### config.mk
export PLATFORM = sky130hd
export DESIGN_NAME = serial_logic_unit_flat
export DESIGN_NICKNAME = d
export VERILOG_FILES = /design/src/rtl/serial_logic_unit_if.sv /design/src/rtl/serial_logic_unit.sv /design/src/flat_wrapper.sv
export SDC_FILE = /design/constraint.sdc
export NUM_CORES = 1
export LEC_CHECK = 0
export CORE_ASPECT_RATIO = 1.2
export CORE_UTILIZATION = 35
export DETAILED_ROUTE_END_ITERATION = 7
export GPL_TIMING_DRIVEN = 0
export HOLD_SLACK_MARGIN = 0.08
export PLACE_DENSITY = 0.57
export SLEW_MARGIN = 20
export SYNTH_ARGS = -nofsm -noshare
export SYNTH_HDL_FRONTEND = slang
export SYNTH_SLANG_ARGS = --single-unit
### constraint.sdc
create_clock -name clk -period 1.9 [get_ports clk]
set_input_delay 0.38 -clock clk [delete_from_list [all_inputs] [get_ports clk]]
set_output_delay 0.38 -clock clk [all_outputs]
set_load 0.02 [all_outputs]
### src/rtl/serial_logic_unit_if.sv
// Request/response bundle for the serial logic unit.
// Latency: none (wires only).
// Backpressure: valid/ready on both the request and response channels.
interface serial_logic_unit_if #(
    parameter int WIDTH = 32
);
    logic             in_valid;
    logic             in_ready;
    logic [2:0]       in_op;
    logic [WIDTH-1:0] in_a;
    logic [WIDTH-1:0] in_b;
    logic             out_valid;
    logic             out_ready;
    logic [WIDTH-1:0] out_result;
    logic             out_err;

    // Producer/consumer side of the unit
    modport master (
        output in_valid, in_op, in_a, in_b, out_ready,
        input  in_ready, out_valid, out_result, out_err
    );

    // The serial logic unit itself
    modport slave (
        input  in_valid, in_op, in_a, in_b, out_ready,
        output in_ready, out_valid, out_result, out_err
    );
endinterface

### src/rtl/serial_logic_unit.sv
// Bit-serial logic-op engine: applies AND/OR/XOR/NAND/NOR/NOT_A SLICE bits per cycle, LSB first.
// Latency: WIDTH/SLICE cycles from accept to out_valid for legal ops, 1 cycle for illegal ops.
// Backpressure: one op in flight; in_ready low in RUN/DONE, result held in DONE until out_ready.
module serial_logic_unit #(
    parameter int WIDTH = 32,
    parameter int SLICE = 1
) (
    input  logic                 clk,
    input  logic                 rst_n,
    serial_logic_unit_if.slave   bus,
    output logic                 busy
);

    localparam int NSLICE = WIDTH / SLICE;
    localparam int CNT_W  = (NSLICE > 1) ? $clog2(NSLICE) : 1;

    localparam logic [2:0] OP_AND   = 3'd0;
    localparam logic [2:0] OP_OR    = 3'd1;
    localparam logic [2:0] OP_XOR   = 3'd2;
    localparam logic [2:0] OP_NAND  = 3'd3;
    localparam logic [2:0] OP_NOR   = 3'd4;
    localparam logic [2:0] OP_NOT_A = 3'd5;

    typedef enum logic [1:0] {
        IDLE = 2'd0,
        RUN  = 2'd1,
        DONE = 2'd2
    } state_t;

    state_t           state_q, state_d;
    logic [WIDTH-1:0] a_q, a_d;
    logic [WIDTH-1:0] b_q, b_d;
    logic [2:0]       op_q, op_d;
    logic [WIDTH-1:0] res_q, res_d;
    logic [CNT_W-1:0] cnt_q, cnt_d;
    logic             err_q, err_d;
    logic             in_ready_q, in_ready_d;
    logic             out_valid_q, out_valid_d;
    logic             busy_q, busy_d;

    logic [SLICE-1:0] a_sl;
    logic [SLICE-1:0] b_sl;
    logic [SLICE-1:0] sl_res;
    logic             op_legal;

    // Gate slice: combines the low SLICE bits of the operand shift registers
    always_comb begin
        a_sl = a_q[SLICE-1:0];
        b_sl = b_q[SLICE-1:0];
        case (op_q)
            OP_AND:   sl_res = a_sl & b_sl;
            OP_OR:    sl_res = a_sl | b_sl;
            OP_XOR:   sl_res = a_sl ^ b_sl;
            OP_NAND:  sl_res = ~(a_sl & b_sl);
            OP_NOR:   sl_res = ~(a_sl | b_sl);
            OP_NOT_A: sl_res = ~a_sl;
            default:  sl_res = '0;
        endcase
    end

    // Ops 6 and 7 are undefined and short-circuit to an error response
    assign op_legal = (bus.in_op <= OP_NOT_A);

    // Next-state logic for the FSM, datapath and registered handshake outputs
    always_comb begin
        state_d     = state_q;
        a_d         = a_q;
        b_d         = b_q;
        op_d        = op_q;
        res_d       = res_q;
        cnt_d       = cnt_q;
        err_d       = err_q;
        out_valid_d = out_valid_q;

        case (state_q)
            IDLE: begin
                // in_ready is high throughout IDLE, so in_valid alone is the accept
                if (bus.in_valid) begin
                    a_d   = bus.in_a;
                    b_d   = bus.in_b;
                    op_d  = bus.in_op;
                    res_d = '0;
                    cnt_d = CNT_W'(NSLICE - 1);
                    if (op_legal) begin
                        state_d = RUN;
                    end else begin
                        state_d = DONE;
                        err_d   = 1'b1;
                    end
                end
            end
            RUN: begin
                // New slice enters at the top so bit i lands at position i after NSLICE shifts
                res_d                  = res_q >> SLICE;
                res_d[WIDTH-1 -: SLICE] = sl_res;
                a_d                    = a_q >> SLICE;
                b_d                    = b_q >> SLICE;
                if (cnt_q == '0) begin
                    state_d     = DONE;
                    out_valid_d = 1'b1;
                end else begin
                    cnt_d = cnt_q - CNT_W'(1);
                end
            end
            DONE: begin
                // The illegal-op path enters DONE with out_valid low; it rises one cycle later
                if (out_valid_q && bus.out_ready) begin
                    state_d     = IDLE;
                    out_valid_d = 1'b0;
                    err_d       = 1'b0;
                end else begin
                    out_valid_d = 1'b1;
                end
            end
            default: begin
                state_d     = IDLE;
                out_valid_d = 1'b0;
                err_d       = 1'b0;
            end
        endcase

        in_ready_d = (state_d == IDLE);
        busy_d     = (state_d != IDLE);
    end

    // State and datapath registers, all cleared asynchronously
    always_ff @(posedge clk or negedge rst_n) begin
        if (!rst_n) begin
            state_q     <= IDLE;
            a_q         <= '0;
            b_q         <= '0;
            op_q        <= '0;
            res_q       <= '0;
            cnt_q       <= '0;
            err_q       <= 1'b0;
            in_ready_q  <= 1'b1;
            out_valid_q <= 1'b0;
            busy_q      <= 1'b0;
        end else begin
            state_q     <= state_d;
            a_q         <= a_d;
            b_q         <= b_d;
            op_q        <= op_d;
            res_q       <= res_d;
            cnt_q       <= cnt_d;
            err_q       <= err_d;
            in_ready_q  <= in_ready_d;
            out_valid_q <= out_valid_d;
            busy_q      <= busy_d;
        end
    end

    assign bus.in_ready   = in_ready_q;
    assign bus.out_valid  = out_valid_q;
    assign bus.out_result = res_q;
    assign bus.out_err    = err_q;
    assign busy           = busy_q;

endmodule

### src/flat_wrapper.sv
// flat-port wrapper written by rule: the top's interface ports become plain ports
module serial_logic_unit_flat 
#(
    parameter int WIDTH = 32,
    parameter int SLICE = 1
)
  (clk, rst_n, busy, bus_in_valid, bus_in_op, bus_in_a, bus_in_b, bus_out_ready, bus_in_ready, bus_out_valid, bus_out_result, bus_out_err);
  serial_logic_unit_if #(.WIDTH(WIDTH)) bus_i ();
  input  logic clk;
  input  logic rst_n;
  output logic busy;
  input wire logic [$bits(bus_i.in_valid)-1:0] bus_in_valid;
  input wire logic [$bits(bus_i.in_op)-1:0] bus_in_op;
  input wire logic [$bits(bus_i.in_a)-1:0] bus_in_a;
  input wire logic [$bits(bus_i.in_b)-1:0] bus_in_b;
  input wire logic [$bits(bus_i.out_ready)-1:0] bus_out_ready;
  output wire logic [$bits(bus_i.in_ready)-1:0] bus_in_ready;
  output wire logic [$bits(bus_i.out_valid)-1:0] bus_out_valid;
  output wire logic [$bits(bus_i.out_result)-1:0] bus_out_result;
  output wire logic [$bits(bus_i.out_err)-1:0] bus_out_err;
  assign bus_i.in_valid = bus_in_valid;
  assign bus_i.in_op = bus_in_op;
  assign bus_i.in_a = bus_in_a;
  assign bus_i.in_b = bus_in_b;
  assign bus_i.out_ready = bus_out_ready;
  assign bus_in_ready = bus_i.in_ready;
  assign bus_out_valid = bus_i.out_valid;
  assign bus_out_result = bus_i.out_result;
  assign bus_out_err = bus_i.out_err;
  serial_logic_unit #(.WIDTH(WIDTH), .SLICE(SLICE)) u_core (.clk(clk), .rst_n(rst_n), .bus(bus_i), .busy(busy));
endmodule
Yosys cells after proc, flatten, opt, wreduce, memory -nomap -nowiden
Index checks and enable logic that the tools add are counted.
- flip-flop bits (word level): 110
- input bits: 71
- output and inout port bits: 36
- add/sub/neg operators: 1
- $lt $le $gt $ge: 1
- equality and inequality tests: 12
- multiplexer cells: 22
- bitwise gates (word level): 8
- reduce and logical (&&, ||, !) cells: 12
- operator list (operator ; number):
    one-hot mux 32 bit (2 select lines) ; 3
    two-way mux 32 bit ; 3
    two-way mux 5 bit ; 2
    one-hot mux 5 bit (2 select lines) ; 1
    two-way mux 2 bit ; 4
    equality test 3 x 2 -> 1 bit (second input constant) ; 2
    equality test 3 bit (second input constant) ; 2
    != test 2 bit (second input constant) ; 3
    one-hot mux 1 bit (3 select lines) ; 2
    one-hot mux 1 bit (6 select lines) ; 1
    one-hot mux 2 bit (3 select lines) ; 1
    AND reduction 2 bit ; 3
    logical NOT 5 bit ; 1
    two-way mux 1 bit ; 5
    inverter 1 bit ; 5
    subtractor 5 x 1 -> 5 bit (second input constant) ; 1
    logical NOT 2 bit ; 2
    != test 2 x 1 -> 1 bit (second input constant) ; 2
    AND reduction 4 bit ; 1
    nonzero test 2 bit ; 2
    equality test 3 x 1 -> 1 bit (second input constant) ; 1
    less-or-equal comparator 3 bit (second input constant) ; 1
    logical NOT 3 bit ; 1
    AND reduction 3 bit ; 1
    6 further kinds ; 6

Longest topological paths before layout
- depth after elaboration: 5
- gate-level depth with buffers: 9
- mapped depth without buffers: 6

Worst setup path after synthesis
Ideal clock, no wire load.
- kind: flip-flop to flip-flop
- from: register u_core.state_q[0]
- to: register u_core.res_q[31], in the netlist u_core.bus.out_result[31]
- library setup time: 0.095 ns
- arrival time: 1.604 ns
- required time: 1.805 ns
- setup slack: 0.200 ns
- cell stages (with the launch flop): 10
- cell sequence: dfrtp_1 > inv_1 > ha_1 > buf_2 > nor2b_1 > buf_4 > nor2_2 > buf_2 > a32oi_1 > o31ai_1
- cells in the longest elaborated chain, start to end: 3
- elaborated cells between the ends (all ways): 6
- those cells by class: eq/ne: 2; mux: 1; reduce/logical: 3
- ends and longest elaborated chain (what ; RTL line ; source):
    start, declared ; serial_logic_unit.sv:30 ; state_t state_q, state_d;
    start signal, assigned ; serial_logic_unit.sv:140 ; state_q <= state_d;
    equality test 2 x 1 -> 1 bit / logical NOT 2 bit (equally long branches) ; serial_logic_unit.sv:75 ; case (state_q)
    nonzero test 2 bit (no source line) / != test 2 bit (equally long branches) ; -- ;
    AND reduction 2 bit (no source line) ; -- ;
    end signal, assigned ; serial_logic_unit.sv:144 ; res_q <= res_d;
    end, declared ; serial_logic_unit.sv:34 ; logic [WIDTH-1:0] res_q, res_d;
Parallel ways exist; a longest one is shown, timed or not.
A chain may end at the register's enable or synchronous reset.

Worst setup path after layout
- from: register u_core.state_q[0]
- to: register u_core.in_ready_q, in the netlist u_core.bus.in_ready
- cells in the longest elaborated chain, start to end: 3
- elaborated cells between the ends (all ways): 8
- those cells by class: eq/ne: 2; mux: 4; reduce/logical: 2
- ends and longest elaborated chain (what ; RTL line ; source):
    equality test 2 bit, or another cell as far along ; serial_logic_unit.sv:75 ;
    one-hot mux 2 bit (3 select lines) (*) ; serial_logic_unit.sv:75 ;
    logical NOT 2 bit (*) ; serial_logic_unit.sv:122 ; in_ready_d = (state_d == IDLE);
    net u_core.in_ready_d ; serial_logic_unit.sv:37 ; logic in_ready_q, in_ready_d;
    end signal, assigned ; serial_logic_unit.sv:147 ; in_ready_q <= in_ready_d;
    end, declared ; serial_logic_unit.sv:37 ;
The timed path passes the listed nets; every way through them passes the cells marked *.

==> results.yml <==
power:
  power_mw: 10.4
  powerDensity_nw_per_um2: 1550
  peakVddDrop_mv: 0.610
  p_leak_nw: 2.77
final_layout:
  fin_nets: 667
  antenna_cells: 0
  finalNonFillerCells: 765
  drive_gt1_share_pct: 12.1
  areaGrowthSynthToFinish_pct: 35.9
timing:
  hold_viol: 0
  tightestPinTransition_ns: 0.624
  fin_crit_ns: 1.89
  finalClockSkew_ns: 0.00837
  hold_slack_ns: 0.482
  max_freq_ghz: 0.530
  fin_crit_sh_pct: 99.3
  relSlewSlack_pct: 58.3
  slew_viol_final: 0
  layout_setup_ws_ns: 0.0128
  setup_viol: 0
worst_setup_path:
  arrival_ns: 2.17
  r2r_slack_ns: 0.01
  endpoint_kind: "flop"
  critPathRequiredTime_ns: 2.18
  path_class: "reg -> reg"
  path_max_fanout: 5
  critPathLaunchType: "flop"
global_routing:
  globalRouteOverflowTotal: 0
  grt_pass1_wl_mm: 20.3
  antenna_found_initial: 0
  grt_max_degree: 69
  grt_usage_pct: 17.7
  grt_pass1_vias: 4004
placement:
  placed_cells: 736
  port_buffers: 106
  dp_slack_ns: -0.480
  gp_congestion: 0.776
  dp.final_hpwl_mm: 8.58
floorplan:
  die_h_um: 132
  rows: 47
  core_region_area_um2: 13800
  dieArea_um2: 14500
  start_util_pct: 35.8
  die_x_um: 110
  ios: 107
yosys:
  ys_warn_count: 0
  synthesis.nets: 536
  avgSynthCellArea_um2: 10.7
  ys_seq_area_share_pct: 56.0
  synth_area_um2: 4920
  ys_types: 41
  synth_seq_cells: 110
  async_flop_share_pct: 100
  synth_ff_type: "dfrtp_1"
  synthCells: 458
  synth_edf_count: 0
cts:
  numCtsBuffers: 9
  cts-root-buf: "clkbuf_16"
  insertion_delay_ns: 0.35
  cts.clk_slew.worst_paths_ns: 0.08
  htreeDepth: 3
  cts_buffer_depth: 2
  cts.sinks: 110
  cts_tree: "done"
job:
  cap_violations: 0
drt:
  route.vias.total: 4119
  route.detailed.wl_per_inst_um: 16.1
  firstDrtPassIters: 5
  via_per_inst: 5.38
  ant_nets: 0
  drcViolationCount: 0
  drtIter0Drc: 212
  routed_wl_mm: 12.4
outcome:
  status: "finished, final reports clean"
min_path:
  hold_path_class: "reg -> reg"
-- sequential cells by signal (all words and copies together), names as in the netlist --
register               count
u_core.bus.in_ready        1
u_core.bus.out_err         1
u_core.bus.out_valid       1
u_core.state_q             2
u_core.b_q                32
u_core.a_q                32
u_core.bus.out_result     32
u_core.busy                1
u_core.cnt_q               5
u_core.op_q                3
-- repair_timing --
action / in CTS / in global routing
hold buffers: 1 / 0
setup endpoints to repair: 94 / 95
setup buffers: 2 / 10
hold endpoints to repair: 42 / 0
gates resized for setup: 12 / 20
pin swaps: 0 / 1
-- cells in the mapped netlist, drive strengths merged, types with 2 or more instances --
cell | number | area, µm²
a21oi | 47 | 235
a22o | 31 | 272
a31oi | 3 | 18.8
buf | 20 | 103
clkbuf | 19 | 75.1
dfrtp | 109 | 2730
ha | 7 | 87.6
inv | 9 | 33.8
mux2i | 27 | 270
nand2 | 40 | 150
nand3 | 2 | 10.0
nor2 | 9 | 38.8
nor2b | 5 | 31.3
nor3 | 2 | 10.0
nor4b | 3 | 41.3
o21ai | 34 | 170
o22ai | 72 | 450
o31ai | 3 | 36.3
-- path summary, 6_finish.rpt --
kind / from / end / cells past startpoint
max: u_core.state_q[0] / u_core.bus.in_ready / 5
min: u_core.b_q[22] / u_core.b_q[22] / 2
max reg2reg: u_core.state_q[0] / u_core.bus.in_ready / 5
min reg2reg: u_core.b_q[22] / u_core.b_q[22] / 2
max in group asynchronous: rst_n / u_core.cnt_q[1] / 3
min in group asynchronous: rst_n / u_core.b_q[1] / 2
-- cell families (layout without fill, tap and decap cells) --
kind of cell	after synthesis	after routing	share of synthesized area, %
DFF	110	110	56.0
adders and majority gates	7	7	1.78
AOI/OAI and AO/OA	200	200	25.9
buffers and inverters	48	184	4.30
and+or+nand+nor	66	66	6.56
muxes	27	27	5.49
-- cell usage in the layout, fill, tap and decap left out, types with 3 or more instances in the layout --
cell type,n
a22o_1,31
mux2i_1,27
nand2_1,40
o22ai_1,72
a21oi_1,47
nor2_1,7
buf_4,19
ha_2,3
buf_2,5
o21ai_0,33
dfrtp_1,108
clkbuf_1,11
clkbuf_2,8
a31oi_1,3
clkbuf_16,9
ha_1,4
nor2b_1,5
inv_1,9
clkbuf_4,6
clkdlybuf4s50_1,105
-- layout make-up --
cell class	instances	area, µm²
Buffer	39	219
Clock buffer	9	225
Clock inverter	7	65.1
Fill cell	1292	7070
Inverter	9	33.8
Multi-Input combinational cell	300	1990
Sequential cell	110	2760
Tap cell	171	214
Timing Repair Buffer	120	1190
-- power by group --
| part | internal (mW) | switching (mW) |
|---|---|---|
| logic | 2.03 | 2.73 |
| clock network | 0.925 | 0.962 |
| registers | 3.16 | 0.562 |
-- worst max-delay path: stages, from the launching register on --
cell and delay (ns):
dfrtp_2 0.43, inv_1 0.09, ha_1 0.14, a21boi_1 0.52, o21ai_0 0.33, a41o_1 0.31
-- layer usage --
layer / up-vias / wire length (µm) / GRT usage [%]
met5: - / 0 / 0
met3: 9 / 486 / 2.62
met1: 2019 / 5650 / 24.2
met4: 0 / 149 / 5.92
li1: 1994 / - / -
met2: 97 / 6070 / 28.4
-- per-stage QoR --
| stage | TNS (ns) | utilization [%] | area [µm²] |
|---|---|---|---|
| after floorplan | 0 | - | 4920 |
| after global placement | -449.68 | 45.0 | 6190 |
| after detailed placement | -24.99 | 45.2 | 6220 |
| after CTS | 0 | 47.7 | 6570 |
| after global routing | -0.178 | 48.6 | 6690 |
| final | 0 | 48.6 | 6690 |
No activity file was read; power rests on OpenSTA's default activity.
